===== src/rtl/spi_pkg.sv =====
// spi_pkg: shared constants and types for the SPI responder.
//   MODE0..MODE3       : {CPOL, CPHA} encodings of the four SPI modes
//   CPOL_BIT, CPHA_BIT : bit positions inside the 2-bit mode field
//   spi_state_t        : IDLE / ACTIVE link states
//   IDLE_WORD          : all-ones word sent when no transmit data is pending
package spi_pkg;

    localparam logic [1:0] MODE0 = 2'b00;
    localparam logic [1:0] MODE1 = 2'b01;
    localparam logic [1:0] MODE2 = 2'b10;
    localparam logic [1:0] MODE3 = 2'b11;

    localparam int CPOL_BIT = 1;
    localparam int CPHA_BIT = 0;

    typedef enum logic {
        ST_IDLE   = 1'b0,
        ST_ACTIVE = 1'b1
    } spi_state_t;

    // Wide enough for any practical word length; users slice the low bits.
    localparam logic [63:0] IDLE_WORD = '1;

endpackage


===== src/rtl/spi_sync_edge.sv =====
// spi_sync_edge: multi-flop synchroniser for an asynchronous pin, followed by
// rise/fall edge detection in the clk domain.
//   clk, rst : system clock, asynchronous active-low reset
//   din      : asynchronous input pin
//   rise     : one-cycle pulse on a synchronised 0->1 transition
//   fall     : one-cycle pulse on a synchronised 1->0 transition
// INIT sets the reset level so an idle-high pin (e.g. ss) does not produce a
// spurious edge when reset is released.
module spi_sync_edge #(
    parameter int   STAGES = 2,
    parameter logic INIT   = 1'b0
) (
    input  logic clk,
    input  logic rst,
    input  logic din,
    output logic rise,
    output logic fall
);

    logic [STAGES-1:0] sync_reg;
    logic              prev_reg;

    always_ff @(posedge clk or negedge rst) begin
        if (!rst) begin
            sync_reg <= {STAGES{INIT}};
            prev_reg <= INIT;
        end else begin
            sync_reg <= {sync_reg[STAGES-2:0], din};
            prev_reg <= sync_reg[STAGES-1];
        end
    end

    assign rise = sync_reg[STAGES-1] & ~prev_reg;
    assign fall = ~sync_reg[STAGES-1] & prev_reg;

endmodule


===== src/rtl/spi_slave.sv =====
// spi_slave: clock-oversampled SPI responder, all four modes, MSB/LSB first.
//   clk, rst             : system clock (>= 8x SCK), asynchronous active-low reset
//   sck, ss, mosi, miso  : SPI pins (ss active-low); miso_oe enables the miso pad
//   mode, lsbfirst       : {CPOL,CPHA} and bit order, latched when selected
//   tx_data, tx_wr       : write port of the one-word transmit holding buffer
//   tx_ready             : holding buffer empty
//   rx_data, rx_valid    : last complete received word, one-cycle update strobe
//   busy                 : high while selected
//   overrun              : sticky error flag, only when SPI_SLAVE_OVERRUN_EN is defined
module spi_slave
    import spi_pkg::*;
#(
    parameter int WORD_LEN    = 8,
    parameter int SYNC_STAGES = 2
) (
    input  logic                clk,
    input  logic                rst,
    input  logic                sck,
    input  logic                ss,
    input  logic                mosi,
    output logic                miso,
    output logic                miso_oe,
    input  logic [1:0]          mode,
    input  logic                lsbfirst,
    input  logic [WORD_LEN-1:0] tx_data,
    input  logic                tx_wr,
    output logic                tx_ready,
    output logic [WORD_LEN-1:0] rx_data,
    output logic                rx_valid,
    output logic                busy
`ifdef SPI_SLAVE_OVERRUN_EN
    ,
    output logic                overrun
`endif
);

    localparam int CNT_W = (WORD_LEN > 1) ? $clog2(WORD_LEN) : 1;
    localparam logic [CNT_W-1:0] LAST_BIT = CNT_W'(WORD_LEN - 1);

    logic sck_rise, sck_fall, ss_rise, ss_fall;
    logic [SYNC_STAGES-1:0] mosi_sync_reg;

    spi_sync_edge #(.STAGES(SYNC_STAGES), .INIT(1'b0)) u_sck_sync (
        .clk(clk), .rst(rst), .din(sck), .rise(sck_rise), .fall(sck_fall)
    );

    spi_sync_edge #(.STAGES(SYNC_STAGES), .INIT(1'b1)) u_ss_sync (
        .clk(clk), .rst(rst), .din(ss), .rise(ss_rise), .fall(ss_fall)
    );

    // mosi only needs to be sampled, so it gets the bare synchroniser; it
    // shares the sck pipeline depth so data and clock stay aligned.
    always_ff @(posedge clk or negedge rst) begin
        if (!rst) mosi_sync_reg <= '0;
        else      mosi_sync_reg <= {mosi_sync_reg[SYNC_STAGES-2:0], mosi};
    end

    spi_state_t          state_reg, state_next;
    logic                cpol_reg, cpha_reg, lsb_reg;
    logic [CNT_W-1:0]    bit_cnt_reg;
    logic [WORD_LEN-1:0] tx_shift_reg, rx_shift_reg, rx_data_reg;
    logic [WORD_LEN-1:0] hold_reg;
    logic                hold_full_reg;
    logic                miso_reg, miso_oe_reg, rx_valid_reg;

    logic                start, stop, lead, trail, sample_en, shift_en, word_done;
    logic                mosi_s;
    logic [WORD_LEN-1:0] load_word, rx_next;

    always_ff @(posedge clk or negedge rst) begin
        if (!rst) state_reg <= ST_IDLE;
        else      state_reg <= state_next;
    end

    always_comb begin
        state_next = state_reg;
        case (state_reg)
            ST_IDLE:   if (ss_fall) state_next = ST_ACTIVE;
            ST_ACTIVE: if (ss_rise) state_next = ST_IDLE;
            default:   state_next = ST_IDLE;
        endcase
    end

    assign start     = (state_reg == ST_IDLE) && ss_fall;
    assign stop      = (state_reg == ST_ACTIVE) && ss_rise;
    assign lead      = cpol_reg ? sck_fall : sck_rise;
    assign trail     = cpol_reg ? sck_rise : sck_fall;
    assign sample_en = (state_reg == ST_ACTIVE) && !ss_rise && (cpha_reg ? trail : lead);
    assign shift_en  = (state_reg == ST_ACTIVE) && !ss_rise && (cpha_reg ? lead : trail);
    assign word_done = sample_en && (bit_cnt_reg == LAST_BIT);
    assign load_word = hold_full_reg ? hold_reg : IDLE_WORD[WORD_LEN-1:0];
    assign mosi_s    = mosi_sync_reg[SYNC_STAGES-1];
    assign rx_next   = lsb_reg ? {mosi_s, rx_shift_reg[WORD_LEN-1:1]}
                               : {rx_shift_reg[WORD_LEN-2:0], mosi_s};

    // tx_shift_reg holds the bits not yet driven onto miso: each shift edge
    // drives the next bit and consumes it. For CPHA=0 the first bit is driven
    // at select, so the loaded word is stored already consumed by one bit.
    always_ff @(posedge clk or negedge rst) begin
        if (!rst) begin
            cpol_reg     <= 1'b0;
            cpha_reg     <= 1'b0;
            lsb_reg      <= 1'b0;
            bit_cnt_reg  <= '0;
            tx_shift_reg <= '1;
            rx_shift_reg <= '0;
            rx_data_reg  <= '0;
            rx_valid_reg <= 1'b0;
            miso_reg     <= 1'b1;
            miso_oe_reg  <= 1'b0;
        end else begin
            rx_valid_reg <= 1'b0;
            if (start) begin
                cpol_reg    <= mode[CPOL_BIT];
                cpha_reg    <= mode[CPHA_BIT];
                lsb_reg     <= lsbfirst;
                bit_cnt_reg <= '0;
                miso_oe_reg <= 1'b1;
                if (!mode[CPHA_BIT]) begin
                    miso_reg     <= lsbfirst ? load_word[0] : load_word[WORD_LEN-1];
                    tx_shift_reg <= lsbfirst ? (load_word >> 1) : (load_word << 1);
                end else begin
                    tx_shift_reg <= load_word;
                end
            end else if (stop) begin
                bit_cnt_reg <= '0;
                miso_oe_reg <= 1'b0;
                miso_reg    <= 1'b1;
            end else begin
                if (shift_en) begin
                    miso_reg     <= lsb_reg ? tx_shift_reg[0] : tx_shift_reg[WORD_LEN-1];
                    tx_shift_reg <= lsb_reg ? (tx_shift_reg >> 1) : (tx_shift_reg << 1);
                end
                if (sample_en) begin
                    if (word_done) begin
                        rx_data_reg  <= rx_next;
                        rx_valid_reg <= 1'b1;
                        bit_cnt_reg  <= '0;
                        tx_shift_reg <= load_word;
                    end else begin
                        rx_shift_reg <= rx_next;
                        bit_cnt_reg  <= bit_cnt_reg + 1'b1;
                    end
                end
            end
        end
    end

    // Holding buffer: a reload empties it; a write is accepted only when it
    // was empty at the start of the cycle, so a write coinciding with a reload
    // of an empty buffer refills it while the reload takes all-ones.
    always_ff @(posedge clk or negedge rst) begin
        if (!rst) begin
            hold_reg      <= '0;
            hold_full_reg <= 1'b0;
        end else if ((start || word_done) && hold_full_reg) begin
            hold_full_reg <= 1'b0;
        end else if (tx_wr && !hold_full_reg) begin
            hold_reg      <= tx_data;
            hold_full_reg <= 1'b1;
        end
    end

`ifdef SPI_SLAVE_OVERRUN_EN
    logic empty_load_reg;
    logic overrun_reg;

    // empty_load_reg remembers that the word currently shifting out is the
    // all-ones filler; the error is flagged when that word completes.
    always_ff @(posedge clk or negedge rst) begin
        if (!rst) begin
            empty_load_reg <= 1'b0;
            overrun_reg    <= 1'b0;
        end else begin
            if (start || word_done) empty_load_reg <= !hold_full_reg;
            if ((word_done && empty_load_reg) || (tx_wr && hold_full_reg))
                overrun_reg <= 1'b1;
        end
    end

    assign overrun = overrun_reg;
`endif

    assign miso     = miso_reg;
    assign miso_oe  = miso_oe_reg;
    assign tx_ready = !hold_full_reg;
    assign rx_data  = rx_data_reg;
    assign rx_valid = rx_valid_reg;
    assign busy     = (state_reg == ST_ACTIVE);

endmodule


===== config.mk =====
export PLATFORM = sky130hd
export DESIGN_NAME = spi_slave
export DESIGN_NICKNAME = d
export VERILOG_FILES = /design/src/rtl/spi_pkg.sv /design/src/rtl/spi_sync_edge.sv /design/src/rtl/spi_slave.sv
export SDC_FILE = /design/constraint.sdc
export NUM_CORES = 1
export LEC_CHECK = 0
export CAP_MARGIN = 25
export CORE_UTILIZATION = 58
export CTS_BUF_LIST = sky130_fd_sc_hd__clkbuf_2
export DETAILED_ROUTE_END_ITERATION = 10
export MAX_ROUTING_LAYER = met4
export PLACE_DENSITY = 0.82
export SYNTH_ARGS = -nofsm -noshare
export SYNTH_HDL_FRONTEND = slang
export SYNTH_SLANG_ARGS = --single-unit
export TNS_END_PERCENT = 50

===== constraint.sdc =====
create_clock -name clk -period 2.1 [get_ports clk]
set_input_delay 0.42 -clock clk [delete_from_list [all_inputs] [get_ports clk]]
set_output_delay 0.42 -clock clk [all_outputs]
set_load 0.1 [all_outputs]

Word-level counts from Yosys, hierarchy flattened
Index checks and enable logic that the tools add are counted.
{"block": "totals", "mem_bits_rw": 0, "mem_count": 0, "mem_bits_ro": 0, "output_inout_bits": 13, "wordCells": 89, "latch_bits": 0, "ff_bits": 51, "inputBits": 17}
{"block": "op_classes", "reduce_logical": 19, "shift": 0, "eq_ne": 3, "magnitude_cmp": 0, "multipliers": 0, "div_mod_pow": 0, "bitwise_logic": 13, "mux": 35, "add_sub_neg": 1}
{"operator": "$mux 8", "n": 10}
{"operator": "$mux 1", "n": 20}
{"operator": "$mux 3", "n": 4}
{"operator": "$not 1->1", "n": 9}
{"operator": "$logic_and 1x1->1", "n": 8}
{"operator": "$reduce_and 4->1", "n": 2}
{"operator": "$reduce_bool 3->1", "n": 2}
{"operator": "$and 1x1->1", "n": 4}
{"operator": "$ne 2x2->1 const B", "n": 2}
{"operator": "$reduce_and 2->1", "n": 2}
{"operator": "$reduce_bool 2->1", "n": 2}
{"operator": "$add 3x1->3 const B", "n": 1}
{"operator": "$eq 3x3->1 const B", "n": 1}
{"operator": "$logic_not 1->1", "n": 2}
{"operator": "$pmux 1 s2", "n": 1}
{"operator": "$logic_or 1x1->1", "n": 1}

Longest topological paths before layout
Gate-level depths: netlist (run 1).
{"block": "logic_depth", "ltp_word": 10, "depth_mapped": 7}

Modules after synthesis
From an unflattened synthesis (run 1), not the netlist that was laid out.
{"block": "unflattened", "cells_unflattened": 239, "hier_area_um2": 2486.1}
{"module": "spi_slave", "cells_per_inst": 229, "area_per_inst_um2": 2302.2, "instances": 1}
{"module": "spi_sync_edge at u_ss_sync", "cells_per_inst": 5, "area_per_inst_um2": 93.8, "instances": 1}
{"module": "spi_sync_edge at u_sck_sync", "cells_per_inst": 5, "area_per_inst_um2": 90.1, "instances": 1}

Worst setup path after synthesis (run 1)
Ideal clock, no wire load.
{"block": "synth_timing", "path_type": "flip-flop to flip-flop", "from": "register hold_full_reg", "to": "register miso_reg, in the netlist miso", "t_required_ps": 2018, "setup_slack_ps": -148, "path_stages_with_launch": 6, "setup_time_ps": 82, "arrival_ps": 2166, "n_path_buf": 1, "cell_sequence": "dfrtp_1 > clkbuf_1 > clkinv_1 > a2111oi_0 > a31oi_1 > mux2_2"}
{"block": "synth_between", "elab_chain_cells": 4}
{"item": "start, declared", "line": "spi_slave.sv:63", "text": "logic hold_full_reg;"}
{"item": "start signal, assigned", "line": "spi_slave.sv:155", "text": "hold_full_reg <= 1'b0;"}
{"item": "start signal, assigned", "line": "spi_slave.sv:157", "text": "hold_full_reg <= 1'b0;"}
{"item": "start signal, assigned", "line": "spi_slave.sv:160", "text": "hold_full_reg <= 1'b1;"}
{"item": "$mux 8", "line": "spi_slave.sv:91", "text": "assign load_word = hold_full_reg ? hold_reg : IDLE_WORD[WORD_LEN-1:0];"}
{"item": "$mux 1", "line": "spi_slave.sv:120", "text": "miso_reg <= lsbfirst ? load_word[0] : load_word[WORD_LEN-1];"}
{"item": "$mux 1", "line": "spi_slave.sv:119", "text": "if (!mode[CPHA_BIT]) begin"}
{"item": "$mux 1", "line": "spi_slave.sv:113", "text": "if (start) begin"}
{"item": "end signal, assigned", "line": "spi_slave.sv:120"}
{"item": "end signal, assigned", "line": "spi_slave.sv:131", "text": "miso_reg <= lsb_reg ? tx_shift_reg[0] : tx_shift_reg[WORD_LEN-1];"}
{"item": "end, declared", "line": "spi_slave.sv:64", "text": "logic miso_reg, miso_oe_reg, rx_valid_reg;"}
No other way between the ends. The select of a mux whose other input is x is not followed.
A chain may end at the register's enable or synchronous reset.

Worst setup path in the final report (run 1)
{"block": "layout_timing", "from": "register cpol_reg", "to": "register tx_shift_reg[4]"}
{"block": "layout_between", "elab_chain_cells": 8, "word_cells_on_any_way": 12}
{"item": "start, declared", "line": "spi_slave.sv:59", "text": "logic cpol_reg, cpha_reg, lsb_reg;"}
{"item": "start signal, assigned", "line": "spi_slave.sv:114", "text": "cpol_reg <= mode[CPOL_BIT];"}
{"item": "$mux 1 (on tied branches)", "line": "spi_slave.sv:87, spi_slave.sv:86"}
{"item": "$mux 1 (on tied branches)", "line": "spi_slave.sv:89, spi_slave.sv:88"}
{"item": "$logic_and 1x1->1 (on tied branches)", "line": "spi_slave.sv:89, spi_slave.sv:88"}
{"item": "$mux 8 / $logic_and 1x1->1 (equally long branches)", "line": "spi_slave.sv:130, spi_slave.sv:90"}
{"item": "$mux 8", "line": "spi_slave.sv:135", "text": "if (word_done) begin"}
{"item": "$mux 8 *", "line": "spi_slave.sv:134", "text": "if (sample_en) begin"}
{"item": "$mux 8 *", "line": "spi_slave.sv:125", "text": "end else if (stop) begin"}
{"item": "$mux 8 *", "line": "spi_slave.sv:113"}
{"item": "end signal, assigned", "line": "spi_slave.sv:123", "text": "tx_shift_reg <= load_word;"}
{"item": "end signal, assigned", "line": "spi_slave.sv:132", "text": "tx_shift_reg <= lsb_reg ? (tx_shift_reg >> 1) : (tx_shift_reg << 1);"}
{"item": "end signal, assigned", "line": "spi_slave.sv:139", "text": "tx_shift_reg <= load_word;"}
{"item": "end, declared", "line": "spi_slave.sv:61", "text": "logic [WORD_LEN-1:0] tx_shift_reg, rx_shift_reg, rx_data_reg;"}
Mark *: on every way between the ends. The rest lies on a longest branch, timed or not. The select of a mux whose other input is x is not followed.

==> results of run 1 <==
power by group:
part	total (mW)	switching, mW	internal, mW	leakage (nW)
logic	1.64	0.941	0.697	0.708
registers	1.75	0.394	1.36	0.595
clock network	0.380	0.303	0.0766	0.0288
worst max-delay path, stage by stage, from the launching register on:
cell and delay [ns]:
dfrtp_2 0.52, xor2_4 0.29, mux2_2 0.48, o211ai_1 0.33, o21ai_0 0.12, a21oi_1 0.17
cells in the mapped netlist, types with 2 or more instances:
library cell,number
o2111ai_1,6
mux2i_1,16
o21ai_1,2
mux2_2,17
dfstp_2,12
nor2_1,19
nand2_1,23
a21oi_1,20
inv_1,9
ha_1,2
nor2b_1,3
buf_2,3
o221ai_1,7
o211ai_1,21
clkbuf_1,13
dfrtp_1,39
nand4_1,2
o21ai_0,19
nand2b_1,8
a31oi_1,8
a211oi_1,3
final timing paths:
path                                            startpoint                               to  cells past startpoint
hold / removal             u_ss_sync.sync_reg[0]$_DFF_PN1_  u_ss_sync.sync_reg[1]$_DFF_PN1_                      0
hold reg to reg            u_ss_sync.sync_reg[0]$_DFF_PN1_  u_ss_sync.sync_reg[1]$_DFF_PN1_                      0
min in group asynchronous                              rst           rx_data[1]$_DFFE_PN0P_                      2
setup reg to reg                      cpol_reg$_DFFE_PN0N_      tx_shift_reg[4]$_DFFE_PN1P_                      5
setup / recovery                      cpol_reg$_DFFE_PN0N_      tx_shift_reg[4]$_DFFE_PN1P_                      5
max in group asynchronous                              rst      tx_shift_reg[3]$_DFFE_PN1P_                      3
final cells by class:
cell class	instances	area [um^2]
timing repair buffer	47	440
tap	52	65.1
clock inverter	2	13.8
fill	327	1200
clock buffer	5	25.0
inverter	11	42.5
sequential	51	1290
multi-input combinational	193	1360
metal layers:
metal	vias to the layer above	wire (um)	GRT usage [%]
met5	-	0	-
met4	0	91	8.67
met3	9	283	5.84
met2	78	3140	46.3
met1	1110	2830	36.4
li1	1077	-	-
logic make-up after synthesis:
logic type / count (synthesis) / synth area share, %
DFF: 51 / 46.9
buffers and inverters: 29 / 4.23
muxes: 34 / 13.3
and+or+nand+nor: 62 / 11.1
xor gates and xnor gates: 2 / 1.18
adders and majority gates: 2 / 0.909
AOI/OAI and AO/OA: 93 / 22.4
through the flow:
stage	instance area, um^2	hold slack [ns]
after global placement	3170	0.335
final	3240	0.372
after floorplan	2750	0.124
after global routing	3240	0.314
after CTS	3220	0.352
after detailed placement	3170	0.336
timing repair:
action | 4_1_cts | 5_1_grt
resized for setup | 0 | 4
hold endpoints to repair | 13 | 0
hold buffers | 1 | 0
setup endpoints to repair | 0 | 5
==> results.sh, run 1 <==
export IMPL_num_antenna_cells=0
export IMPL_initial_core_util_pct=61.9
export IMPL_finalCritPeriodShare_pct=93.6
export IMPL_maxCapViolations=0
export IMPL_cts_sinks=51
export IMPL_gp_congestion=0.965
export IMPL_grt_pass1_vias=2233
export IMPL_first_pass_iters=9
export IMPL_synth_distinct_cells=42
export IMPL_r2r_setup_slack_ns=0.14
export IMPL_cts_setup_buffers=0
export IMPL_grt_max_degree=32
export IMPL_place_inst=353
export IMPL_die_y_um=70.9
export IMPL_routed_via_density=6.30
export IMPL_status="completed"
export IMPL_start_kind="flop"
export IMPL_slew_headroom_pct=63.1
export IMPL_fin_cells=361
export IMPL_vdd_ir_drop_max_mv=0.625
export IMPL_utilization_pct=72.9
export IMPL_drt_iter0_markers=381
export IMPL_wl_mm=6.35
export IMPL_p_leak_nw=1.33
export IMPL_synth_edf_count=0
export IMPL_avgRoutedWirePerCell_um=17.6
export IMPL_drv_slew=0
export IMPL_hpwl_mm=4.61
export IMPL_setup_slack_ns=0.135
export IMPL_worstMarginPinSlew_ns=0.552
export IMPL_preCtsSetupSlack_ns=-0.0573
export IMPL_synth_warnings=0
export IMPL_skew_ns=0.0247
export IMPL_ant_nets=0
export IMPL_syn_num_nets=292
export IMPL_setup_violations=0
export IMPL_grt_ovfl_total=0
export IMPL_clock_latency_ns=0.43
export IMPL_cts_root_buffer="clkbuf_2"
export IMPL_max_clock_freq_mhz=509
export IMPL_yosys_area_top_type="dfrtp_1"
export IMPL_final_common_cell="dfrtp_1"
export IMPL_finalHoldViolCount=0
export IMPL_yosysSeqAreaShare_pct=46.9
export IMPL_grt_usage_pct=28.5
export IMPL_drcViolationCount=0
export IMPL_rows=24
export IMPL_antenna_found_initial=0
export IMPL_min_period_ns=1.96
export IMPL_crit_required_ns=2.48
export IMPL_clockBufferDepth=2
export IMPL_grt_pass1_wl_mm=10.6
export IMPL_end_kind="flop"
export IMPL_synth_main_ff_cell="dfrtp_1"
export IMPL_yosys_area_top_type_share_pct=35.5
export IMPL_die_area_um2=5020
export IMPL_cts_htree_levels=2
export IMPL_async_flop_share_pct=100
export IMPL_synth_area_leaders="dfrtp_1, dfstp_2, mux2_2"
export IMPL_path_clk_slew_ns=0.24
export IMPL_die_x_um=70.9
export IMPL_syn_area_um2=2750
export IMPL_ys_ff_latch=51
export IMPL_p_total_mw=3.77
export IMPL_cp_max_fo=9
export IMPL_critical_path_arrival_ns=2.34
export IMPL_numCtsBuffers=5
export IMPL_area_growth_pct=17.7
export IMPL_power_density_nw_per_um2=1160
export IMPL_syn_avg_cell_area_um2=10.1
export IMPL_pin_count=30
export IMPL_cts_tree="done"
export IMPL_portBuffers=29
export IMPL_vias=2274
export IMPL_path_class="reg -> reg"
export IMPL_setup_tns_ns=0
export IMPL_drive_above_1_share_pct=25.6
export IMPL_hp_class="reg -> reg"
export IMPL_coreArea_um2=4440
export IMPL_netlist_instances=273
export IMPL_mostFrequentLayoutCells="dfrtp_1, buf_4, nand2_1"
export IMPL_fin_nets=328
export IMPL_rsz0062_at_grt="false"
(Power assumes the default switching activity.)
==> inputs of run 2 (changes only) <==
- CORE_ASPECT_RATIO: unset -> 0.75
==> results.sh, run 2 (same netlist as run 1, synthesis figures left out) <==
export IMPL_status="completed"
export IMPL_setup_slack_ns=0.125
export IMPL_preCtsSetupSlack_ns=-0.113
export IMPL_seq_area_um2=1290
export IMPL_setup_tns_ns=0
export IMPL_hpwl_mm=4.93
export IMPL_finalCritPeriodShare_pct=94.0
export IMPL_r2r_cells=5
export IMPL_start_kind="flop"
export IMPL_area_growth_pct=20.7
export IMPL_cp_max_fo=11
export IMPL_vdd_ir_drop_max_mv=0.950
export IMPL_cts_root_buffer="clkbuf_2"
export IMPL_grt_pass1_wl_mm=10.8
export IMPL_placed_area_um2=3220
export IMPL_clock_latency_ns=0.44
export IMPL_die_area_um2=5030
export IMPL_mostFrequentLayoutCells="dfrtp_1, buf_4, nand2_1"
export IMPL_min_period_ns=1.97
export IMPL_p_total_mw=4.09
export IMPL_die_y_um=61.7
export IMPL_worstHoldStart="ss"
export IMPL_drive_above_1_share_pct=26.3
export IMPL_clockBufferDepth=2
export IMPL_slew_headroom_pct=63.7
export IMPL_avgRoutedWirePerCell_um=18.5
export IMPL_drv_slew=0
export IMPL_skew_ns=0.0155
export IMPL_cts_tree="done"
export IMPL_routed_via_density=6.36
export IMPL_initial_core_util_pct=60.9
export IMPL_first_pass_iters=5
export IMPL_path_clk_slew_ns=0.24
export IMPL_antenna_found_initial=0
export IMPL_rows=21
export IMPL_fin_nets=333
export IMPL_ant_nets=0
export IMPL_grt_usage_pct=31.1
export IMPL_setup_violations=0
export IMPL_die_x_um=81.5
export IMPL_numCtsBuffers=5
export IMPL_crit_required_ns=2.47
export IMPL_final_area_um2=3320
export IMPL_coreArea_um2=4520
export IMPL_cts_sinks=51
export IMPL_r2r_end="tx_shift_reg[3]$_DFFE_PN1P_"
export IMPL_multi_input_area_um2=1350
export IMPL_nFillCells=318
export IMPL_final_common_cell="dfrtp_1"
export IMPL_num_antenna_cells=0
export IMPL_worstMarginPinSlew_ns=0.544
export IMPL_grt_max_degree=30
export IMPL_grt_ovfl_total=0
export IMPL_max_clock_freq_mhz=506
export IMPL_wl_mm=6.87
export IMPL_pin_count=30
export IMPL_end_kind="flop"
export IMPL_portBuffers=29
export IMPL_whs_ns=0.360
export IMPL_critical_path_arrival_ns=2.34
export IMPL_p_leak_nw=1.39
export IMPL_power_density_nw_per_um2=1230
export IMPL_worstHoldPathCells=1
export IMPL_cts_htree_levels=2
export IMPL_r2r_setup_slack_ns=0.13
export IMPL_hold_end="u_ss_sync.sync_reg[0]$_DFF_PN1_"
export IMPL_r2r_start="u_sck_sync.prev_reg$_DFF_PN0_"
export IMPL_vias=2365
export IMPL_gp_congestion=0.884
export IMPL_drt_iter0_markers=316
export IMPL_maxCapViolations=0
export IMPL_finalHoldViolCount=0
export IMPL_hp_class="in -> reg"
export IMPL_critPathMaxStageDelay_ns=0.57
export IMPL_path_class="reg -> reg"
export IMPL_rsz0062_at_grt="false"
export IMPL_drcViolationCount=0
export IMPL_crit_slowest_cell="dfrtp_1"
export IMPL_grt_pass1_vias=2213
export IMPL_crit_chain="nand2b_1, mux2_2, o211ai_1, o21ai_0, a21oi_1"
==> run 2: cell type report <==
cell class              instances  area share [%]
multi-input cells             193            40.5
flip-flops and latches         51            38.9
repair buffers                 52            14.4
well taps                      57            2.15
clock inverters                 2            1.81
inverters                      11            1.28
clock buffers                   6           0.904
==> run 2: timing repair <==
item                                    4_1_cts  5_1_grt
hold buffers                                  1        0
hold endpoints to repair                     18        0
setup buffers                                 0        0
resized for setup                             0        1
endpoints found under the setup margin        0        5
==> run 2: worst max-delay path, delay by kind of cell, from the launching register on <==
| family | cells | cell delay [ns] |
|---|---|---|
| DFF | 1 | 0.57 |
| AOI/OAI and AO/OA | 3 | 0.67 |
| muxes | 1 | 0.39 |
| and+or+nand+nor | 1 | 0.28 |
==> run 2: worst max-delay path by stage <==
stage / from / endpoint / depth (start not counted)
after floorplan: busy$_DFF_PN0_ / hold_full_reg$_DFFE_PN0P_ / 5
after global placement: lsbfirst / tx_shift_reg[3]$_DFFE_PN1P_ / 6
after detailed placement: lsbfirst / tx_shift_reg[5]$_DFFE_PN1P_ / 6
after CTS: u_ss_sync.sync_reg[1]$_DFF_PN1_ / tx_shift_reg[3]$_DFFE_PN1P_ / 5
after global routing: u_sck_sync.prev_reg$_DFF_PN0_ / tx_shift_reg[6]$_DFFE_PN1P_ / 5
final: u_sck_sync.prev_reg$_DFF_PN0_ / tx_shift_reg[3]$_DFFE_PN1P_ / 5
==> run 2: routing by layer <==
layer,up-vias,global-route usage (%),part of all wire [%]
met4,0,9.69,1.8
met3,20,9.63,9.2
met1,1120,39.5,43
li1,1098,-,-
met2,127,47.7,46
met5,-,-,0
==> run 2: metrics by stage <==
stage          utilization, %  instances
6_report                 73.5        372
5_1_grt                  73.5        372
4_1_cts                  73.4        372
3_5_place_dp             71.2        363
3_3_place_gp             71.2        363
2_1_floorplan               -        273
==> run 2: power by group <==
part	switching, mW	internal (mW)
combinational	0.986	0.734
sequential	0.384	1.35
clock	0.310	0.325
total	1.68	2.41
==> inputs of run 3 (changes only) <==
- RECOVER_POWER: unset -> 100
==> results.sh, run 3 (same netlist as run 1, synthesis figures left out) <==
export IMPL_num_antenna_cells=0
export IMPL_p_int_mw=2.36
export IMPL_crit_chain="nand2b_2, and2_0, a31oi_4, a31oi_1, a21oi_1"
export IMPL_drive_above_1_share_pct=22.5
export IMPL_coreArea_um2=4520
export IMPL_avgRoutedWirePerCell_um=18.4
export IMPL_area_growth_pct=18.5
export IMPL_grt_ovfl_total=0
export IMPL_clkPwrFrac_pct=15.7
export IMPL_crit_start="u_ss_sync.sync_reg[1]$_DFF_PN1_"
export IMPL_vias=2375
export IMPL_critPathMaxStageDelay_ns=0.66
export IMPL_clock_latency_ns=0.43
export IMPL_start_kind="flop"
export IMPL_ant_nets=0
export IMPL_mostFrequentLayoutCells="dfrtp_1, nand2_1, o211ai_1"
export IMPL_cts_tree="done"
export IMPL_hpwl_mm=4.93
export IMPL_crit_required_ns=2.46
export IMPL_grt_max_degree=30
export IMPL_whs_ns=0.380
export IMPL_first_pass_iters=6
export IMPL_routed_via_density=6.38
export IMPL_pin_count=30
export IMPL_setup_slack_ns=0.115
export IMPL_initial_core_util_pct=60.9
export IMPL_end_kind="flop"
export IMPL_path_clk_slew_ns=0.24
export IMPL_gp_congestion=0.884
export IMPL_rsz0062_at_grt="false"
export IMPL_worst_path_buf_inv=0
export IMPL_antenna_found_initial=0
export IMPL_skew_ns=0.0138
export IMPL_cts_htree_levels=2
export IMPL_path_delay_family="compound AO/OA/AOI/OAI gates"
export IMPL_fin_nets=333
export IMPL_cp_max_fo=12
export IMPL_worstMarginPinSlew_ns=1.31
export IMPL_path_class="reg -> reg"
export IMPL_slew_headroom_pct=12.3
export IMPL_die_x_um=81.5
export IMPL_p_leak_nw=1.36
export IMPL_finalCritPeriodShare_pct=94.5
export IMPL_fin_cells=372
export IMPL_grt_usage_pct=31.1
export IMPL_cts_setup_buffers=0
export IMPL_r2r_start="u_ss_sync.sync_reg[1]$_DFF_PN1_"
export IMPL_cts_root_buffer="clkbuf_2"
export IMPL_preCtsSetupSlack_ns=-0.113
export IMPL_place_inst=363
export IMPL_combinationalPowerShare_pct=41.3
export IMPL_worstHoldStart="u_ss_sync.sync_reg[0]$_DFF_PN1_"
export IMPL_grt_pass1_wl_mm=10.8
export IMPL_cts_sinks=51
export IMPL_drcViolationCount=0
export IMPL_clockBufferDepth=2
export IMPL_grt_pass1_vias=2213
export IMPL_die_y_um=61.7
export IMPL_critical_path_arrival_ns=2.35
export IMPL_utilization_pct=72.1
export IMPL_maxCapViolations=0
export IMPL_seqPwrFrac_pct=43.0
export IMPL_p_switching_mw=1.67
export IMPL_max_clock_freq_mhz=504
export IMPL_hp_class="reg -> reg"
export IMPL_rows=21
export IMPL_vdd_ir_drop_max_mv=0.897
export IMPL_drt_iter0_markers=294
export IMPL_final_common_cell="dfrtp_1"
export IMPL_switching_share_pct=41.5
export IMPL_power_density_nw_per_um2=1240
export IMPL_numCtsBuffers=5
export IMPL_final_area_um2=3260
export IMPL_min_period_ns=1.98
export IMPL_portBuffers=29
export IMPL_crit_slowest_cell="dfstp_1"
export IMPL_setup_violations=0
export IMPL_finalHoldViolCount=0
export IMPL_wl_mm=6.86
export IMPL_status="completed"
export IMPL_placed_area_um2=3220
export IMPL_drv_slew=0
export IMPL_die_area_um2=5030
## run 3: changes by cell type in the layout (fill, tap and decap cells not counted), moves of 3 or more
cell / previous run / this run
clkbuf_1: 0 / 6
clkdlybuf4s50_1: 15 / 12
clkbuf_2: 6 / 16
buf_4: 31 / 15
dfstp_2: 12 / 9
dfstp_1: 0 / 3
dlygate4sd3_1: 1 / 4
## run 3: routing by layer
metal / share of wire (%) / up-vias / track usage (%)
met1: 43 / 1128 / 39.5
met2: 47 / 137 / 47.7
met4: 1.4 / 0 / 9.69
li1: - / 1096 / -
met3: 9.0 / 14 / 9.63
met5: 0 / - / -
## run 3: worst paths after layout
path                                                    to  slack [ns]  cells after the start
setup / recovery               tx_shift_reg[3]$_DFFE_PN1P_        0.12                      5
hold / removal             u_ss_sync.sync_reg[1]$_DFF_PN1_        0.38                      0
max in group asynchronous  u_ss_sync.sync_reg[0]$_DFF_PN1_        0.49                      3
hold reg to reg            u_ss_sync.sync_reg[1]$_DFF_PN1_        0.38                      0
min in group asynchronous      rx_shift_reg[0]$_DFFE_PN0P_        0.76                      2
setup reg to reg               tx_shift_reg[3]$_DFFE_PN1P_        0.12                      5
## run 3: cell type report
class                   count  area, um^2
clock buffers               6        30.0
clock inverters             2        60.1
fillers                   334        1260
inverters                  11        42.5
multi-input cells         193        1340
flip-flops and latches     51        1290
well taps                  57        71.3
repair buffers             52         422
## run 3: repair_timing
action                                  CTS  global route
endpoints found under the setup margin    0             5
endpoints found under the hold margin    18             0
hold buffers                              1             0
gates resized for setup                   0             1
## run 3: per-stage QoR
stage | setup TNS (ns) | power [mW]
2_1_floorplan | 0 | 2.84
3_3_place_gp | -0.0573 | 3.35
3_5_place_dp | -0.474 | 3.43
4_1_cts | 0 | 4.07
5_1_grt | 0 | 4.26
6_report | 0 | 4.04
## run 3: power groups by stage
stage / logic (mW) / clock network [mW] / registers [mW]
floorplan: 1.06 / 0 / 1.78
detailed placement: 1.69 / 0 / 1.74
global placement: 1.63 / 0 / 1.72
CTS: 1.71 / 0.644 / 1.72
finish: 1.67 / 0.634 / 1.73
global route: 1.80 / 0.692 / 1.77
